===== src/rtl/vga_score_overlay.sv =====
// 640x480@60 VGA timing generator with a two-digit 7-segment score overlay.
// Raster counters form stage 0; glyph hits are registered in stage 1 and colour/sync leave stage 2.
module vga_score_overlay #(
   parameter int unsigned CLK_DIV      = 4,
   parameter int unsigned H_SYNC       = 96,
   parameter int unsigned H_BACK       = 48,
   parameter int unsigned H_ACT        = 640,
   parameter int unsigned H_PERIOD     = 800,
   parameter int unsigned V_SYNC       = 2,
   parameter int unsigned V_BACK       = 33,
   parameter int unsigned V_ACT        = 480,
   parameter int unsigned V_PERIOD     = 525,
   parameter int unsigned L_X          = 200,
   parameter int unsigned R_X          = 400,
   parameter int unsigned DIG_Y        = 40,
   parameter int unsigned DIG_W        = 40,
   parameter int unsigned DIG_H        = 80,
   parameter int unsigned SEG_T        = 8,
   parameter int unsigned FLASH_FRAMES = 32
) (
   input  logic       clk,
   input  logic       rst,
   input  logic [3:0] score_l,
   input  logic [3:0] score_r,
   input  logic [2:0] bg_rgb,
   output logic       pix_en,
   output logic [9:0] h_cnt,
   output logic [9:0] v_cnt,
   output logic       red,
   output logic       green,
   output logic       blue,
   output logic       hs,
   output logic       vs
);

   localparam int unsigned DIV_W = (CLK_DIV > 1) ? $clog2(CLK_DIV) : 1;
   localparam int unsigned FL_W  = $clog2(FLASH_FRAMES + 1);

   localparam logic [DIV_W-1:0] DIV_LAST = DIV_W'(CLK_DIV - 1);
   localparam logic [FL_W-1:0]  FLASH_C  = FL_W'(FLASH_FRAMES);

   localparam logic [9:0] H_LAST   = 10'(H_PERIOD - 1);
   localparam logic [9:0] V_LAST   = 10'(V_PERIOD - 1);
   localparam logic [9:0] H_SYNC_C = 10'(H_SYNC);
   localparam logic [9:0] V_SYNC_C = 10'(V_SYNC);
   localparam logic [9:0] H_ACT0   = 10'(H_SYNC + H_BACK);
   localparam logic [9:0] H_ACT1   = 10'(H_SYNC + H_BACK + H_ACT);
   localparam logic [9:0] V_ACT0   = 10'(V_SYNC + V_BACK);
   localparam logic [9:0] V_ACT1   = 10'(V_SYNC + V_BACK + V_ACT);
   localparam logic [9:0] L_X_C    = 10'(L_X);
   localparam logic [9:0] R_X_C    = 10'(R_X);
   localparam logic [9:0] DIG_Y_C  = 10'(DIG_Y);
   localparam logic [9:0] DIG_W_C  = 10'(DIG_W);
   localparam logic [9:0] DIG_H_C  = 10'(DIG_H);
   localparam logic [9:0] SEG_T_C  = 10'(SEG_T);
   localparam logic [9:0] SEG_R0   = 10'(DIG_W - SEG_T);
   localparam logic [9:0] SEG_D0   = 10'(DIG_H - SEG_T);
   localparam logic [9:0] HALF_H   = 10'(DIG_H / 2);
   localparam logic [9:0] MID_LO   = 10'(DIG_H / 2 - SEG_T / 2);
   localparam logic [9:0] MID_HI   = 10'(DIG_H / 2 + SEG_T / 2);

   // Segment bit order is {g,f,e,d,c,b,a}.
   function automatic logic [6:0] seg_decode(input logic [3:0] d);
      case (d)
         4'h0:    seg_decode = 7'h3F;
         4'h1:    seg_decode = 7'h06;
         4'h2:    seg_decode = 7'h5B;
         4'h3:    seg_decode = 7'h4F;
         4'h4:    seg_decode = 7'h66;
         4'h5:    seg_decode = 7'h6D;
         4'h6:    seg_decode = 7'h7D;
         4'h7:    seg_decode = 7'h07;
         4'h8:    seg_decode = 7'h7F;
         4'h9:    seg_decode = 7'h6F;
         4'hA:    seg_decode = 7'h77;
         4'hB:    seg_decode = 7'h7C;
         4'hC:    seg_decode = 7'h39;
         4'hD:    seg_decode = 7'h5E;
         4'hE:    seg_decode = 7'h79;
         default: seg_decode = 7'h71;
      endcase
   endfunction

   // Which segment areas cover a point inside the glyph box.
   function automatic logic [6:0] seg_area(input logic [9:0] dx, input logic [9:0] dy);
      logic upper;
      upper       = (dy < HALF_H);
      seg_area[0] = (dy < SEG_T_C);
      seg_area[1] = (dx >= SEG_R0) && upper;
      seg_area[2] = (dx >= SEG_R0) && !upper;
      seg_area[3] = (dy >= SEG_D0);
      seg_area[4] = (dx < SEG_T_C) && !upper;
      seg_area[5] = (dx < SEG_T_C) && upper;
      seg_area[6] = (dy >= MID_LO) && (dy < MID_HI);
   endfunction

   logic [DIV_W-1:0] div_q, div_d;
   logic             pix_en_q, pix_en_d;
   logic [9:0]       h_q, h_d, v_q, v_d;
   logic [3:0]       sc_l_q, sc_l_d, sc_r_q, sc_r_d;
   logic [FL_W-1:0]  flash_l_q, flash_l_d, flash_r_q, flash_r_d;
   logic [7:0]       frame_q, frame_d;

   logic hit_l_q, hit_r_q, hs1_q, vs1_q, act1_q;
   logic [2:0] rgb_q, rgb_d;
   logic hs2_q, vs2_q;

   // Stage 0 combinational decode
   logic       raw_hs, raw_vs, active0, in_y, in_l, in_r, hit_l0, hit_r0;
   logic [9:0] x, y, dy, dx_l, dx_r;

   assign raw_hs  = (h_q >= H_SYNC_C);
   assign raw_vs  = (v_q >= V_SYNC_C);
   assign active0 = (h_q >= H_ACT0) && (h_q < H_ACT1) && (v_q >= V_ACT0) && (v_q < V_ACT1);
   assign x       = h_q - H_ACT0;
   assign y       = v_q - V_ACT0;
   assign dy      = y - DIG_Y_C;
   assign dx_l    = x - L_X_C;
   assign dx_r    = x - R_X_C;
   assign in_y    = (y >= DIG_Y_C) && (dy < DIG_H_C);
   assign in_l    = in_y && (x >= L_X_C) && (dx_l < DIG_W_C);
   assign in_r    = in_y && (x >= R_X_C) && (dx_r < DIG_W_C);
   assign hit_l0  = active0 && in_l && (|(seg_decode(sc_l_q) & seg_area(dx_l, dy)));
   assign hit_r0  = active0 && in_r && (|(seg_decode(sc_r_q) & seg_area(dx_r, dy)));

   always_comb begin
      // NOTE: every variable gets a default first so no path leaves one unassigned (no latch).
      div_d     = (div_q == DIV_LAST) ? '0 : div_q + DIV_W'(1);
      pix_en_d  = (div_d == DIV_LAST);
      h_d       = h_q;
      v_d       = v_q;
      sc_l_d    = sc_l_q;
      sc_r_d    = sc_r_q;
      flash_l_d = flash_l_q;
      flash_r_d = flash_r_q;
      frame_d   = frame_q;
      if (pix_en_q) begin
         h_d = (h_q == H_LAST) ? '0 : h_q + 10'd1;
         if (h_q == H_LAST) begin
            v_d = (v_q == V_LAST) ? '0 : v_q + 10'd1;
         end
         if (h_q == '0 && v_q == '0) begin
            sc_l_d  = score_l;
            sc_r_d  = score_r;
            frame_d = frame_q + 8'd1;
            if (score_l != sc_l_q)     flash_l_d = FLASH_C;
            else if (flash_l_q != '0)  flash_l_d = flash_l_q - FL_W'(1);
            if (score_r != sc_r_q)     flash_r_d = FLASH_C;
            else if (flash_r_q != '0)  flash_r_d = flash_r_q - FL_W'(1);
         end
      end
   end

   always_comb begin
      rgb_d = bg_rgb;
      if (!act1_q)                                          rgb_d = 3'b000;
      else if (hit_l_q && !(flash_l_q != '0 && frame_q[2])) rgb_d = 3'b100;
      else if (hit_r_q && !(flash_r_q != '0 && frame_q[2])) rgb_d = 3'b001;
   end

   always_ff @(posedge clk or negedge rst) begin
      if (!rst) begin
         div_q     <= '0;
         pix_en_q  <= 1'b0;
         h_q       <= '0;
         v_q       <= '0;
         sc_l_q    <= '0;
         sc_r_q    <= '0;
         flash_l_q <= '0;
         flash_r_q <= '0;
         frame_q   <= '0;
      end else begin
         // NOTE: non-blocking updates so every register sees pre-edge values of the others.
         div_q     <= div_d;
         pix_en_q  <= pix_en_d;
         h_q       <= h_d;
         v_q       <= v_d;
         sc_l_q    <= sc_l_d;
         sc_r_q    <= sc_r_d;
         flash_l_q <= flash_l_d;
         flash_r_q <= flash_r_d;
         frame_q   <= frame_d;
      end
   end

   // Stages 1 and 2 share one pixel-rate enable so sync and colour stay aligned.
   always_ff @(posedge clk or negedge rst) begin
      if (!rst) begin
         hit_l_q <= 1'b0;
         hit_r_q <= 1'b0;
         hs1_q   <= 1'b1;
         vs1_q   <= 1'b1;
         act1_q  <= 1'b0;
         rgb_q   <= 3'b000;
         hs2_q   <= 1'b1;
         vs2_q   <= 1'b1;
      end else if (pix_en_q) begin
         hit_l_q <= hit_l0;
         hit_r_q <= hit_r0;
         hs1_q   <= raw_hs;
         vs1_q   <= raw_vs;
         act1_q  <= active0;
         rgb_q   <= rgb_d;
         hs2_q   <= hs1_q;
         vs2_q   <= vs1_q;
      end
   end

   assign pix_en = pix_en_q;
   assign h_cnt  = h_q;
   assign v_cnt  = v_q;
   assign red    = rgb_q[2];
   assign green  = rgb_q[1];
   assign blue   = rgb_q[0];
   assign hs     = hs2_q;
   assign vs     = vs2_q;

endmodule


===== config.mk =====
export PLATFORM = sky130hd
export DESIGN_NAME = vga_score_overlay
export DESIGN_NICKNAME = d
export VERILOG_FILES = /design/src/rtl/vga_score_overlay.sv
export SDC_FILE = /design/constraint.sdc
export NUM_CORES = 1
export LEC_CHECK = 0
export CORE_MARGIN = 2
export CORE_UTILIZATION = 43
export CTS_CLUSTER_DIAMETER = 120
export DETAILED_ROUTE_END_ITERATION = 8
export DONT_BUFFER_PORTS = 1
export GPL_TIMING_DRIVEN = 0
export PLACE_DENSITY_LB_ADDON = 0.1
export SETUP_SLACK_MARGIN = 0.4
export SYNTH_ARGS = -nofsm -noshare
export SYNTH_HDL_FRONTEND = slang
export SYNTH_SLANG_ARGS = --single-unit

===== constraint.sdc =====
create_clock -name clk -period 3.6 [get_ports clk]
set_input_delay 0.72 -clock clk [delete_from_list [all_inputs] [get_ports clk]]
set_output_delay 0.72 -clock clk [all_outputs]
set_load 0.05 [all_outputs]

### Yosys cells after proc, flatten, opt, wreduce, memory -nomap -nowiden

Memories as Yosys holds them, arrays and structs flattened.
Cells that the tools add are included.

* mux-type cells: 10
* reduce and logical (&&, ||, !) cells: 41
* eq/ne operators: 6
* add/sub/neg operators: 11
* order comparisons: 21
* bitwise gates (word level): 2

Operator list (count)
* $ge A10 B6 Y1 const B: 5
* $lt A10 B6 Y1 const B: 4
* $lt A10 B4 Y1 const B: 3
* $logic_and A1 B1 Y1: 26
* $mux W6: 4
* $add A10 B1 Y10 const B: 2
* $eq A10 B10 Y1 const B: 2
* $ge A10 B7 Y1 const B: 2
* $ge A10 B8 Y1 const B: 2
* $logic_not A10 Y1: 2
* $lt A10 B10 Y1 const B: 2
* $mux W10: 2
* $sub A10 B6 Y10 const B: 2
* $sub A10 B8 Y10 const B: 2
* $and A7 B7 Y7: 2
* $reduce_or A7 Y1: 2
* $reduce_bool A6 Y1: 2
* $sub A6 B1 Y6 const B: 2
* $ge A10 B2 Y1 const B: 1
* $ge A10 B9 Y1 const B: 1
* $lt A10 B7 Y1 const B: 1
* $sub A10 B9 Y10 const B: 1
* $mux W3: 3
* $add A8 B1 Y8 const B: 1
* 8 further kinds: 15

* bits of input ports: 13
* memory bits (read-only): 224
* memories kept: 2
* register bits after elaboration: 61
* logic and storage cells: 110

Memory list
* (no name shown): depth 16, width 7, read ports 1, clocked after memory_dff 0, write ports 0, RTL line 64 `case (d)`
* (no name shown): depth 16, width 7, read ports 1, clocked after memory_dff 0, write ports 0, RTL line 64

### Depth between registers and ports, before layout

* word-level depth: 8
* mapped depth: 12

### Least setup slack after synthesis

Ideal clock, no wire load.

* path kind: register -> register
* from: register v_q[0] (netlist: v_cnt[0])
* to: register hit_l_q
* clock period less this slack: 3.371 ns
* library setup time: 0.082 ns
* setup slack: 0.229 ns
* stages on the path, launching flop included: 13
* buffers on the path: 1
* required time: 3.518 ns
* arrival time: 3.289 ns
* path through: dfrtp_1 -> ha_1 -> clkbuf_1 -> nor3_1 -> xor2_1 -> inv_1 -> ha_1 -> or3_1 -> o41a_1 -> a31oi_4 -> o211ai_2 -> o32a_1 -> a31oi_1

* longest elaborated chain between the ends: 8

RTL lines
* start: declaration: RTL line 99 `logic [9:0] h_q, h_d, v_q, v_d;`
* start signal: assignment: RTL line 177 `v_q <= v_d;`
* $sub A10 B6 Y10: RTL line 116 `assign y = v_q - V_ACT0;`
* $sub A10 B6 Y10: RTL line 117 `assign dy = y - DIG_Y_C;`
* $lt A10 B6 Y1 / $lt A10 B7 Y1 (equally long branches): RTL line 87, 120
* $logic_not A1 Y1 / $logic_and A1 B1 Y1 (equally long branches): RTL line 90, 92, 120
* $logic_and A1 B1 Y1 (on tied branches): RTL line 90, 121, 92
* $and A7 B7 Y7 / $logic_and A1 B1 Y1 (equally long branches): RTL line 123, 121
* $reduce_or A7 Y1 / $logic_and A1 B1 Y1 (equally long branches): RTL line 123 `assign hit_l0 = active0 && in_l && (|(seg_decode(sc_l_q) & seg_area(dx_l, dy)));`
* $logic_and A1 B1 Y1 *: RTL line 123
* end signal: assignment: RTL line 198 `hit_l_q <= hit_l0;`
* end: declaration: RTL line 104 `logic hit_l_q, hit_r_q, hs1_q, vs1_q, act1_q;`

Mark *: on every way between the ends. The rest lies on a longest branch, timed or not.
A chain may end at the register's enable or synchronous reset.

### Final worst setup path

* from: register v_q[1] (netlist: v_cnt[1])
* to: register hit_l_q

Same word-level chain as after synthesis.

==> results.toml <==
[clock_network]
clk_pin_slew_worst_paths_ns = 0.10
cts_max_level = 2
cts_buffer_depth = 2
cts_hold_buf = 0
cts_root_buffer = "clkbuf_8"
numCtsBuffers = 5
cts_tree = "yes"
insertion_delay_ns = 0.32
cts.sinks = 56

[synth]
ys_warn_count = 0
yosys.area.top_type_share = 0.300
ys_ff_latch = 56
synth_most_common_cell = "nand2_1"
synth_area_leaders = "dfrtp_1 (30%), ha_1 (10%), xnor2_1 (7.7%)"
syn_avg_cell_area_um2 = 8.84
synthArstFlopShare = 1.00
synthTopCellsByCount = "nand2_1 (54), dfrtp_1 (52), nor2_1 (44), xnor2_1 (38), ha_1 (35)"
synth_cell_type_count = 70
synth-main-ff-cell = "dfrtp_1"
netlist_instances = 490
synth_nets = 538
synth_edf_count = 0
synth_top_area_cell = "dfrtp_1"
syn-cell-area_um2 = 4330
yosysSeqAreaShare = 0.325

[worst_hold_path]
hp-class = "input pin to asynchronous set/reset pin"

[floorplan]
start_util = 0.443
die_h_um = 104
core_um2 = 9770
die_area_um2 = 10900
die_x_um = 104
row_count = 36
io_pins = 39

[placed_design]
hpwl_um = 7290
place_congestion = 0.814
preCtsSetupSlack_ns = -0.0424
io_buffer_count = 0

[power]
p_int_uw = 876
power_switching_uw = 261
combPwrFrac = 0.061
p_leak_nw = 1.93
p_clk_frac = 0.374
p_per_area_nw_per_um2 = 235
pwr-share-seq = 0.565
switching_share = 0.229
ir_worst_vdd_uv = 150
power.total_mw = 1.14

[global_route]
antenna_found_initial = 0
grt_usage = 0.187
gr-total-overflow = 0
global_route.usage.met1 = 0.267
grt_use_met3 = 0.0294
grt_util_met2 = 0.292
grt-busiest-layer = "met2"
grt_pass1_wl_um = 16600
grt_pass1_vias = 3281
grt_max_degree = 57

[critical_path]
critPathMaxFanout = 4
worst_ep_required_time_ns = 3.86
worst_setup_path_start_kind = "flip-flop"
r2r_end = "hit_l_q$_DFFE_PN0P_"
crit_path_end_kind = "flip-flop"
worstPathArrival_ns = 3.44
r2r_setup_slack_ns = 0.41
r2r_start = "v_cnt[1]$_DFFE_PN0P_"
crit_type = "flip-flop to flip-flop"
crit_path_start = "v_cnt[1]$_DFFE_PN0P_"
reg2reg_depth = 10

[detailed_routing]
final_antenna_net_count = 0
dr.pass1.iters = 4
drc = 0
vias = 3455
drt_wl_total_um = 10000
wl_per_cell_um = 15.7
first_iter_violations = 152
avgViaCountPerCell = 5.41

[timing]
skew_ns = 0.00875
rsz0062_at_grt = "yes"
drv_slew = 0
timing.final.crit_period_ns = 3.19
setup_viol = 0
max_freq_mhz = 314
worstMarginPinSlew_ns = 0.778
hold_violations = 0
min_period_over_period = 0.886
fin_ws_ns = 0.411
slew-limit-headroom = 0.481

[finish]
fillCellCount = 938
syn2layout_area_growth_pct = 11.7
multiInputGateArea_um2 = 2810
antenna_cells = 0
layout.nets = 553
seqCellArea_um2 = 1420
drive_gt1_frac = 0.144
final_core_util = 0.495

[job]
cap_violations = 0

[status]
status = "finished, final reports clean"
==> power by group through the flow <==
stage	clock network (mW)	registers [mW]	logic [mW]
after floorplan	0	0.653	0.0563
after global placement	0	0.655	0.0672
after detailed placement	0	0.655	0.0683
after CTS	0.446	0.643	0.0687
after global routing	0.463	0.644	0.0770
final	0.425	0.643	0.0693
==> timing repair <==
action	4_1_cts	5_1_grt
cloned	0	0
resized for setup	23	19
pin swaps	9	9
setup endpoints to repair	21	17
buffers inserted	6	2
==> metal layers <==
layer	share of wire	vias up	routed length, µm
met4	0.013	0	129
met5	0	-	0
met1	0.49	1656	4920
met2	0.46	51	4650
li1	-	1739	-
met3	0.031	9	311
==> cell usage in the layout, fill, tap and decap left out, types with 8 or more instances in the layout <==
| master | synthesis | final |
|---|---|---|
| nand2b_1 | 11 | 11 |
| nand3_1 | 12 | 12 |
| nor3_1 | 11 | 8 |
| nand2_1 | 54 | 54 |
| nand4_1 | 11 | 11 |
| xnor2_1 | 38 | 38 |
| buf_4 | 0 | 8 |
| xor2_1 | 14 | 12 |
| clkbuf_1 | 16 | 13 |
| nor2_1 | 44 | 44 |
| ha_1 | 35 | 33 |
| o21ai_0 | 25 | 24 |
| dfrtp_1 | 52 | 44 |
| a21oi_1 | 17 | 17 |
| inv_1 | 32 | 31 |
==> layout make-up <==
cell class	count	area share
Clock buffer	6	0.0150
Sequential cell	56	0.293
Multi-Input combinational cell	378	0.580
Inverter	32	0.0256
Buffer	24	0.0321
Tap cell	133	0.0344
Timing Repair Buffer	8	0.0124
Clock inverter	2	0.00724
==> kinds of logic after synthesis <==
| group | after synthesis | synth area share |
|---|---|---|
| flip-flops | 56 | 0.325 |
| multiplexers | 12 | 0.0355 |
| adder cells (fa/ha/maj) | 35 | 0.101 |
| XOR/XNOR | 52 | 0.105 |
| buffers and inverters | 56 | 0.0581 |
| AO/OA/AOI/OAI | 101 | 0.176 |
| AND/OR/NAND/NOR | 178 | 0.200 |
==> per-stage QoR <==
step	instance area [µm²]	setup TNS [ns]	cells	hold WS [ns]
after floorplan	4340	0	490	0.424
after global placement	4510	0	623	0.426
after detailed placement	4510	-0.0577	623	0.427
after CTS	4760	0	637	0.0567
after global routing	4840	0	639	0.0597
final	4840	0	639	0.0800
==> registers in the layout, indices dropped and copies added, names as in the netlist, 2 cells and up <==
| signal | count |
|---|---|
| flash_r_q | 6 |
| div_q | 2 |
| v_cnt | 10 |
| h_cnt | 10 |
| rgb_q | 3 |
| frame_q | 3 |
| flash_l_q | 6 |
| sc_l_q | 4 |
| sc_r_q | 4 |
==> how the worst max path moves through the flow <==
stage | end | slack (ns)
3_3_place_gp | hit_r_q$_DFFE_PN0P_ | 0.04
2_1_floorplan | hit_l_q$_DFFE_PN0P_ | 0.42
5_1_grt | hit_l_q$_DFFE_PN0P_ | 0.30
3_5_place_dp | hit_r_q$_DFFE_PN0P_ | -0.04
6_report | hit_l_q$_DFFE_PN0P_ | 0.41
4_1_cts | hit_r_q$_DFFE_PN0P_ | 0.36
==> worst max-delay path, cell delays in order (launching register included) <==
cell      delay (ns)
dfrtp_2         0.56
ha_4            0.22
clkbuf_8        0.15
o41ai_4         0.48
xor2_2          0.16
or3_1           0.38
o41a_1          0.35
a31oi_4         0.25
o211ai_4        0.14
o32a_1          0.31
a31oi_1         0.13
No activity file was read; power rests on OpenSTA's default activity.
==> RTL change: new RTL, same flow settings <==
Put a register stage on the output `blue`. The value now appears one clock later. The other outputs are not delayed to match.
--- a/src/rtl/vga_score_overlay.sv
+++ b/src/rtl/vga_score_overlay.sv
@@ -212,5 +212,7 @@
    assign red    = rgb_q[2];
    assign green  = rgb_q[1];
-   assign blue   = rgb_q[0];
+   always_ff @(posedge clk) begin
+      blue <= rgb_q[0];
+   end
    assign hs     = hs2_q;
    assign vs     = vs2_q;
Function: no difference found for any inputs over 10 cycles, from zero or initial values and one cycle with rst low; that may be too few to reach the edited logic, so the function may still have changed.
==> RTL change against the unedited design <==
Routed wire length grew 0.82%. Largest cell class unchanged. Area after synthesis grew 0.46%. Critical path type unchanged. Combinational power shrank 1%. Sequential cell count grew 1. Cell count grew 1.6%. Setup slack gained 85 ps. Critical endpoint unchanged. Via count grew 2.3%. Non-clock buffer count grew 1. Die area grew 0.45%. Sequential share of layout area shrank 0.46 points. Cell area grew 3.1%. Power grew 20%. Largest power group unchanged.
==> RTL change: results (changes against the unedited design) <==
.. list-table::
   :header-rows: 1

   * - Metric
     - Value
   * - Run status
     - completed
   * - Clock slew seen by the registers of the worst setup and hold paths
     - 70 ps (-30 ps)
   * - Count of filler cells inserted in the layout
     - 971 (+3.5%)
   * - Gate count of the mapped netlist
     - 491 (+0.20%)
   * - Initial DRT Pass Iterations
     - 4 (unchanged)
   * - Worst skew pair latency
     - 350 ps (+30 ps)
   * - Sum of routed wire length over all layers
     - 10.1 mm (+0.82%)
   * - Synth cell count leaders
     - sky130_fd_sc_hd__nand2_1, sky130_fd_sc_hd__dfrtp_1, sky130_fd_sc_hd__nor2_1
   * - Dominant register cell in the synthesized netlist
     - sky130_fd_sc_hd__dfrtp_1
   * - Delay-heaviest family, CP
     - compound AO/OA/AOI/OAI gates
   * - Highest cell delay on the worst timing path
     - 520 ps (-40 ps)
   * - Share of layout cells above drive strength 1
     - 0.161 (+0.0166)
   * - CTS H-Tree Depth
     - 3 (+1)
   * - Actual transition at the worst max-transition pin
     - 799 ps (+20.8 ps)
   * - Count of synthesis-stage warnings from yosys
     - 0 (unchanged)
   * - Type of the worst min-delay path
     - in2async
   * - Number of antenna violations at the first check in global routing
     - 0 (unchanged)
   * - Detailed-route via count
     - 3536 (+2.3%)
   * - Slowest CP cell
     - sky130_fd_sc_hd__dfrtp_2
   * - Buffer levels on the longest clock path
     - 2 (unchanged)
   * - Placed Instance Area
     - 4530 um^2 (+0.44%)
   * - Final setup skew
     - 11.8 ps (+3.04 ps)
   * - Global-route usage over all layers
     - 0.191 (+0.00381)
   * - Maximum fanout encountered on the critical timing path
     - 3 (-1)
   * - Pin count of the biggest net entering global routing
     - 57 (unchanged)
   * - PortBufs
     - 0 (unchanged)
   * - ANT cells
     - 0 (unchanged)
   * - Num CTS Buffers
     - 9 (+4)
   * - Classification of the worst setup path
     - reg2reg
   * - Register area share after synthesis
     - 0.328 (+0.00311)
   * - Placed Instances
     - 624 (+0.16%)
   * - Number of unique standard cell types used by synthesis
     - 71 (+1.4%)
   * - Starting DRT DRC Count
     - 126 (-17%)
   * - Leakage power total
     - 2.02 nW (+5.0%)
   * - Net count after synthesis
     - 539 (+0.19%)
   * - Fraction of registers with async set or reset after synthesis
     - 0.982 (-0.0175)
   * - Net load switching power
     - 0.302 mW (+16%)
   * - Detailed-placement wirelength estimate
     - 7.33 mm (+0.59%)
   * - Global-route wire length before repair
     - 16.9 mm (+2.0%)
   * - Data arrival time of the critical path
     - 3380 ps (-60 ps)
   * - Weighted congestion reported at the end of routability-driven placement
     - 0.910 (+12%)
   * - Reg-to-Reg Start
     - v_cnt[0]
   * - Max IR drop VDD
     - 169 uV (+12%)
   * - Final global-route overflow total
     - 0 (unchanged)
   * - Post-DR vias/cell
     - 5.45 (+0.77%)
   * - Leading post-synthesis cells by cell area
     - sky130_fd_sc_hd__dfrtp_1, sky130_fd_sc_hd__ha_1, sky130_fd_sc_hd__xnor2_1, sky130_fd_sc_hd__nand2_1, sky130_fd_sc_hd__nor2_1
   * - Root buffer cell
     - sky130_fd_sc_hd__clkbuf_8
   * - Nets@finish
     - 559 (+1.1%)
## RTL change: cell types whose count changed in the layout (fill, tap and decap cells not counted), moves of 2 or more
cell	delta
sky130_fd_sc_hd__a221oi_2	-2
sky130_fd_sc_hd__buf_6	+2
sky130_fd_sc_hd__clkbuf_2	+2
sky130_fd_sc_hd__clkbuf_8	+7
sky130_fd_sc_hd__dfrtp_2	-2
sky130_fd_sc_hd__inv_2	+2
sky130_fd_sc_hd__nor4_1	+2
sky130_fd_sc_hd__nor4_2	-2
sky130_fd_sc_hd__xnor2_1	-2
sky130_fd_sc_hd__xnor2_2	+2
## RTL change: repair_timing
action | CTS | global route
setup buffers | 9 | 0
resized for setup | 19 | 28
endpoints found under the setup margin | 10 | 16
pin swaps | 11 | 10
## RTL change: area by class of cell
class / count / area share
Clock buffer: 14 / 0.0346
Sequential cell: 57 / 0.289
Multi-Input combinational cell: 378 / 0.565
Clock inverter: 2 / 0.00702
Buffer: 24 / 0.0306
Inverter: 32 / 0.0241
Timing Repair Buffer: 9 / 0.0168
Tap cell: 133 / 0.0334
## RTL change: worst paths after layout
| check | cells past startpoint | slack [ps] | endpoint |
|---|---|---|---|
| min in group clk | 0 | 440 | blue |
| max | 12 | 500 | hit_l_q |
| min reg2reg | 0 | 440 | blue |
| max in group asynchronous | 0 | 3350 | hs |
| max reg2reg | 12 | 500 | hit_l_q |
| min | 0 | 60 | v_cnt[8] |
## RTL change: stage by stage
| step | worst slack (ps) | hold slack [ps] | utilization | power (mW) |
|---|---|---|---|---|
| after CTS | 348 | 46.2 | 0.500 | 1.38 |
| final | 496 | 64.6 | 0.508 | 1.36 |
| after global routing | 361 | 44.3 | 0.508 | 1.42 |
| after floorplan | 417 | 344 | - | 0.721 |
| after global placement | 24.2 | 406 | 0.461 | 0.733 |
| after detailed placement | 33.3 | 409 | 0.461 | 0.735 |
## RTL change: logic make-up after synthesis
kind of cell             count (synthesis)  synth area share
AND/OR/NAND/NOR                        178             0.199
AO/OA/AOI/OAI                          101             0.175
multiplexers                            12            0.0354
adder cells (fa/ha/maj)                 35             0.101
XOR/XNOR                                52             0.105
buffers and inverters                   56            0.0578
flip-flops                              57             0.328
## RTL change: power by group through the flow
| stage | clock network (mW) | logic, mW | registers [mW] |
|---|---|---|---|
| after floorplan | 0 | 0.0563 | 0.665 |
| after global placement | 0 | 0.0672 | 0.666 |
| final | 0.636 | 0.0686 | 0.654 |
| after detailed placement | 0 | 0.0687 | 0.666 |
| after global routing | 0.683 | 0.0777 | 0.655 |
| after CTS | 0.653 | 0.0689 | 0.654 |
## RTL change: metal layers
metal,GRT usage,vias up,wire (um)
met5,0,-,0
met4,0.0648,0,163
met3,0.0424,15,356
met2,0.296,58,4620
met1,0.263,1711,4950
li1,-,1752,-
